==> src/rtl/comp_bin_pipe.sv <==
// rtl/comp_bin_pipe.sv - two-stage N-bit comparator with mode select, valid/ready handshake and result debounce filter
module comp_bin_pipe #(
    parameter  int N        = 8,
    parameter  int CONF_CNT = 4,
    localparam int CW       = $clog2(CONF_CNT + 1)
) (
    input  logic          i_Clk,
    input  logic          i_Rst_n,
    input  logic          i_Clear,
    input  logic          i_Valid,
    output logic          o_Ready,
    input  logic [N-1:0]  i_A,
    input  logic [N-1:0]  i_B,
    input  logic [1:0]    i_Mode,
    output logic          o_Valid,
    input  logic          i_Ready,
    output logic          o_Mayor,
    output logic          o_Igual,
    output logic          o_Menor,
    output logic          o_MayorFilt,
    output logic          o_IgualFilt,
    output logic          o_MenorFilt,
    output logic [CW-1:0] o_Cnt
);

    // Map an operand onto an N+1-bit unsigned key whose ordering matches the selected format.
    // Signed modes flip the MSB so two's-complement order becomes plain unsigned order; the
    // magnitude mode widens by one bit so the most negative value has an exact absolute value.
    function automatic logic [N:0] to_key(input logic [N-1:0] x, input logic [1:0] m);
        logic [N:0] k;
        case (m)
            2'b00:   k = {1'b0, x};
            2'b01,
            2'b10:   k = {1'b0, ~x[N-1], x[N-2:0]};
            default: k = x[N-1] ? ({1'b0, ~x} + {{N{1'b0}}, 1'b1}) : {1'b0, x};
        endcase
        return k;
    endfunction

    logic         adv;
    logic         s1_valid;
    logic [N:0]   s1_a;
    logic [N:0]   s1_b;
    logic [2:0]   rel_new;
    logic         same_rel;
    logic [CW-1:0] cnt_next;

    // Whole pipeline moves when the output slot is empty or being consumed.
    assign adv     = ~o_Valid | i_Ready;
    assign o_Ready = adv;

    // Relation of the stage-1 keys and the next confirmation count if it is loaded.
    always_comb begin
        rel_new  = {s1_a > s1_b, s1_a == s1_b, s1_a < s1_b};
        same_rel = o_Valid && (rel_new == {o_Mayor, o_Igual, o_Menor});
        cnt_next = CW'(1);
        if (same_rel) begin
            cnt_next = (o_Cnt == CW'(CONF_CNT)) ? o_Cnt : o_Cnt + CW'(1);
        end
    end

    // Stage 1: capture the mode-transformed operands.
    always_ff @(posedge i_Clk or negedge i_Rst_n) begin
        if (!i_Rst_n) begin
            s1_valid <= 1'b0;
            s1_a     <= '0;
            s1_b     <= '0;
        end else if (i_Clear) begin
            s1_valid <= 1'b0;
        end else if (adv) begin
            s1_valid <= i_Valid;
            s1_a     <= to_key(i_A, i_Mode);
            s1_b     <= to_key(i_B, i_Mode);
        end
    end

    // Stage 2: register the one-hot relation and update the debounce filter on real results only.
    always_ff @(posedge i_Clk or negedge i_Rst_n) begin
        if (!i_Rst_n) begin
            o_Valid     <= 1'b0;
            o_Mayor     <= 1'b0;
            o_Igual     <= 1'b0;
            o_Menor     <= 1'b0;
            o_Cnt       <= '0;
            o_MayorFilt <= 1'b0;
            o_IgualFilt <= 1'b0;
            o_MenorFilt <= 1'b0;
        end else if (i_Clear) begin
            o_Valid     <= 1'b0;
            o_Cnt       <= '0;
            o_MayorFilt <= 1'b0;
            o_IgualFilt <= 1'b0;
            o_MenorFilt <= 1'b0;
        end else if (adv) begin
            o_Valid <= s1_valid;
            if (s1_valid) begin
                {o_Mayor, o_Igual, o_Menor} <= rel_new;
                o_Cnt <= cnt_next;
                {o_MayorFilt, o_IgualFilt, o_MenorFilt} <=
                    (cnt_next == CW'(CONF_CNT)) ? rel_new : 3'b000;
            end
        end
    end

endmodule

==> config.mk <==
export PLATFORM = sky130hd
export DESIGN_NAME = comp_bin_pipe
export DESIGN_NICKNAME = d
export VERILOG_FILES = /design/src/rtl/comp_bin_pipe.sv
export SDC_FILE = /design/constraint.sdc
export NUM_CORES = 1
export LEC_CHECK = 0
export ABC_AREA = 1
export CAP_MARGIN = 10
export CORE_ASPECT_RATIO = 2
export CORE_MARGIN = 2
export CORE_UTILIZATION = 35
export DETAILED_ROUTE_END_ITERATION = 16
export DONT_BUFFER_PORTS = 1
export HOLD_SLACK_MARGIN = 0.06
export PLACE_DENSITY_LB_ADDON = 0.2
export SKIP_LAST_GASP = 1
export SLEW_MARGIN = 20
export SYNTH_ARGS = -nofsm -noshare
export SYNTH_HDL_FRONTEND = slang
export SYNTH_SLANG_ARGS = --single-unit
export TNS_END_PERCENT = 100
==> constraint.sdc <==
create_clock -name i_Clk -period 4.6 [get_ports i_Clk]
set_clock_uncertainty 0.1 [all_clocks]
set_input_delay 0.46 -clock i_Clk [delete_from_list [all_inputs] [get_ports i_Clk]]
set_output_delay 0.46 -clock i_Clk [all_outputs]
set_load 0.1 [all_outputs]
==> impl.org <==
** Outcome
- The run finished with clean final reports.

** Yosys
- Post-synthesis sequential area ratio :: 0.385
- Summed instance area of the synthesized netlist :: ~1900 um2
- Number of enable flip-flop cells after synthesis :: 0
- Syn Inst Count :: 242
- Yosys printed 0 warnings.
- Synthesis instantiated 32 different standard cells from the library.
- Primary flip-flop cell chosen by synthesis mapping :: sky130_fd_sc_hd__dfrtp_1
- Yosys top cell area share :: 0.385
- Post-synth top cells :: 57 x sky130_fd_sc_hd__nand2_1, 44 x sky130_fd_sc_hd__inv_1, 29 x sky130_fd_sc_hd__dfrtp_1, 15 x sky130_fd_sc_hd__ha_1, 14 x sky130_fd_sc_hd__nand3_1
- Nets in the synthesized netlist :: 280
- For this run, asynchronously set or reset flops after synthesis account for 1.00.
- Library cell occupying the most area in the post-synthesis netlist :: sky130_fd_sc_hd__dfrtp_1
- After synthesis, the cell types taking the most area are sky130_fd_sc_hd__dfrtp_1 39%, sky130_fd_sc_hd__nand2_1 11%, sky130_fd_sc_hd__ha_1 10%.
- Synthesized flop and latch total :: 29
- Dominant cell by count in the synthesized netlist :: sky130_fd_sc_hd__nand2_1
- Avg Inst Size Synth :: 7.78 um2

** Critical path
- The most numerous cell type found on the critical path is sky130_fd_sc_hd__nand2_1.
- The worst setup path is of the reg -> reg kind.
- Startpoint types :: register
- Crit path largest cell delay :: 0.71 ns
- The number of cells on the worst reg-to-reg path is 6.
- Of all nets on the critical path, the largest fanout is 26.
- Worst setup EP type :: register
- Cell breakdown of the critical path :: nand2_1 -> nand2_1 -> inv_2 -> o21ai_0 -> nor2_1 -> a21oi_1
- Worst-path cell with the longest stage delay :: sky130_fd_sc_hd__nand2_1
- For the worst setup path, the data arrival time is 2.76 ns.
- Data required time at the worst endpoint :: 4.65 ns

** Min path
- In this run the worst hold path is classified as in -> reg.
- The worst hold path passes through 2 cells.

** Clock tree
- Clock slew seen by the registers of the worst setup and hold paths :: approximately 0.060 ns
- Number of clock sinks seen by CTS :: 29
- Once the clock tree was built, the setup fixing pass inserted 0 buffers.
- For the worst-skew pair, the clock arrives at the later sink with an insertion delay of 0.28 ns.
- The H-tree was split into 2 levels.
- TritonCTS built the clock tree.
- Clock tree buffer depth :: 2
- TritonCTS buffer count :: 5
- Clock tree root buffer cell :: sky130_fd_sc_hd__clkbuf_8

** Floorplan
- 34 I/O pins were placed.
- Die Width :: 55.9 um
- The region available for standard cell placement spans 5180 um2.
- Starting utilization of the core area :: 0.363
- Measured along the y axis, the die boundary spans 108 um.
- Row Count :: 37
- Die area :: 6020 um2

** GRT
- For met3 alone, demand over resource in global routing was 0.0264.
- Global-route wire length before repair :: 7350 um
- GRT met1 Usage :: 0.156
- Layer with the highest usage after global routing :: met2
- Initial antenna violation count :: 0
- Vias in the first global route :: roughly 1700
- GRT Residual Overflow :: 0
- Global router's overall resource usage :: 0.154
- For this run, global-route usage on met2 was measured as 0.304.
- Entering global routing, the biggest net connects 30 pins.

** Layout
- Fill cells in the final layout number 558.
- Post-route cell area :: 2060 um2
- In the final design database the tool counted 287 nets.
- In the final layout, the share of cells above drive strength 1 is 0.0880.
- 0 antenna diodes ended up in the layout.
- The area growth from synthesis to layout is 9.17%.

** Placement
- Worst Setup Slack post-DPL :: 1.73 ns
- Final weighted congestion of routability-driven global placement :: approximately 0.75
- Number of port buffers :: 0
- Placed inst area :: between 1500 and 2000 um2
- Detailed placement ended at an HPWL of roughly 3400 um.

** Flow run
- Max-capacitance violation count :: 0

** Routing
- Dividing the detail-routed wire length by the instance count gives 13.8 um.
- Post-detailed-routing wire length :: between 4000 and 5000 um
- Count of TritonRoute iterations in the first routing pass :: 4
- The routed layout has approximately 1600 vias.
- After detailed routing, the number of remaining DRC violations is 0.
- In the routed layout, each cell is associated on average with a via count of between 5 and 6.
- Once detail routing completed, the nets flagged for antenna violations numbered 0.
- In this run, the number of DRC markers left after iteration 0 of detailed routing was 49.

** Timing
- Setup repair after global routing missed its margin :: no
- Pins over their slew limit :: 0
- The final hold violation count is 0.
- Timing would allow up to 368 MHz.
- Final sum of negative setup slack :: 0 ns
- Counting I/O delays and the setup requirement, the final critical path takes 2.72 ns.
- Headroom to the max-slew limit came out at 0.352.
- Transition time of the tightest slew-check pin :: between 0.9 and 1 ns
- Final setup slack of the worst path :: 1.88 ns
- Setup violations remaining at the end of the flow were counted as 0.
- Dividing the final minimum period by the clock period gives 0.591.

** Power and ir drop
- Peak ir drop on the vdd network :: 271 uV
- Static Leak :: 0.00104 uW
- Dividing total power by cell area gives a power density of 359 nW/um2.
## cell families (layout without fill, tap and decap cells)
family | after synthesis | after routing | share of synthesized area
AO/OA/AOI/OAI | 45 | 45 | 0.150
adder cells (fa/ha/maj) | 15 | 15 | 0.0997
AND/OR/NAND/NOR | 103 | 103 | 0.256
XOR/XNOR | 2 | 2 | 0.00930
flip-flops | 29 | 29 | 0.385
buffers and inverters | 48 | 56 | 0.100
## layout make-up
type                    instances  area [um2]  area share
clock buffers                   6        72.6      0.0353
inverters                      45         169      0.0822
multi-input cells             165         968       0.471
repair buffers                  3        37.5      0.0183
flip-flops and latches         29         726       0.353
clock inverters                 2        10.0     0.00487
well taps                      58        72.6      0.0353
## placed cells by master (no fill, tap or decap)
| cell | instances |
|---|---|
| sky130_fd_sc_hd__a21oi_1 | 6 |
| sky130_fd_sc_hd__a21oi_2 | 1 |
| sky130_fd_sc_hd__a22o_1 | 1 |
| sky130_fd_sc_hd__a22oi_1 | 2 |
| sky130_fd_sc_hd__buf_12 | 1 |
| sky130_fd_sc_hd__buf_4 | 1 |
| sky130_fd_sc_hd__clkbuf_1 | 1 |
| sky130_fd_sc_hd__clkbuf_8 | 5 |
| sky130_fd_sc_hd__clkinv_2 | 2 |
| sky130_fd_sc_hd__dfrtp_1 | 29 |
| sky130_fd_sc_hd__dlygate4sd3_1 | 1 |
| sky130_fd_sc_hd__ha_1 | 15 |
| sky130_fd_sc_hd__inv_1 | 44 |
| sky130_fd_sc_hd__inv_2 | 1 |
| sky130_fd_sc_hd__nand2_1 | 57 |
| sky130_fd_sc_hd__nand2_2 | 4 |
| sky130_fd_sc_hd__nand3_1 | 14 |
| sky130_fd_sc_hd__nand3_2 | 3 |
| sky130_fd_sc_hd__nand3b_1 | 1 |
| sky130_fd_sc_hd__nand4_1 | 5 |
| sky130_fd_sc_hd__nor2_1 | 11 |
| sky130_fd_sc_hd__nor2_2 | 1 |
| sky130_fd_sc_hd__nor2_4 | 3 |
| sky130_fd_sc_hd__nor3_1 | 2 |
| sky130_fd_sc_hd__nor4_1 | 2 |
| sky130_fd_sc_hd__o211ai_1 | 3 |
| sky130_fd_sc_hd__o21ai_0 | 12 |
| sky130_fd_sc_hd__o21ai_1 | 5 |
| sky130_fd_sc_hd__o21bai_1 | 3 |
| sky130_fd_sc_hd__o22a_1 | 1 |
| sky130_fd_sc_hd__o22ai_1 | 6 |
| sky130_fd_sc_hd__o311ai_0 | 3 |
| sky130_fd_sc_hd__o311ai_1 | 1 |
| sky130_fd_sc_hd__o31ai_1 | 1 |
| sky130_fd_sc_hd__xnor2_1 | 1 |
| sky130_fd_sc_hd__xor2_1 | 1 |
## layer usage
metal	vias up	wire length [um]
li1	814	-
met1	711	1570
met2	46	2420
met3	5	184
met4	0	68
met5	-	0
## power by group
group | switching, uW | internal [uW]
registers | 71.6 | 282
clock network | 94.7 | 105
logic | 121 | 64.1
total | 287 | 450
## final timing paths
kind,from,endpoint,slack [ns]
setup reg to reg,o_Valid,s1_b[7],1.88
hold / removal,i_Valid,s1_valid,0.21
setup / recovery,o_Valid,s1_b[7],1.88
max in group asynchronous,i_Rst_n,o_Cnt[0],3.71
min in group asynchronous,i_Rst_n,o_IgualFilt,0.54
hold reg to reg,s1_a[4],s1_a[4],0.39
## per-stage QoR
step | hold WS [ns] | std cells | total power, uW | util
finish | 0.209 | 308 | 737 | 0.396
global route | 0.218 | 308 | 785 | 0.396
CTS | 0.205 | 308 | 749 | 0.396
detailed placement | 0.0652 | 298 | 536 | 0.375
global placement | 0.0652 | 298 | 533 | 0.375
floorplan | 0.0644 | 242 | 500 | -
## sequential cells by signal, indices dropped and copies added, names as in the netlist
register and flops:
o_Cnt 3, s1_a 9, o_Igual 1, s1_valid 1, o_Menor 1, o_MayorFilt 1
o_MenorFilt 1, s1_b 9, o_Mayor 1, o_IgualFilt 1, o_Valid 1
## critical path: cells and delay by family, from the launching register on
kind                   cells  cell delay [ns]
flip-flops                 1             0.38
AO/OA/AOI/OAI              2             0.21
AND/OR/NAND/NOR            3             1.41
buffers and inverters      1             0.49
## timing repair
action	in CTS	in global routing
hold endpoints to repair	29	0
resized for setup	0	0
hold buffers	2	0
setup endpoints to repair	0	0
(Power assumes the default switching activity.)
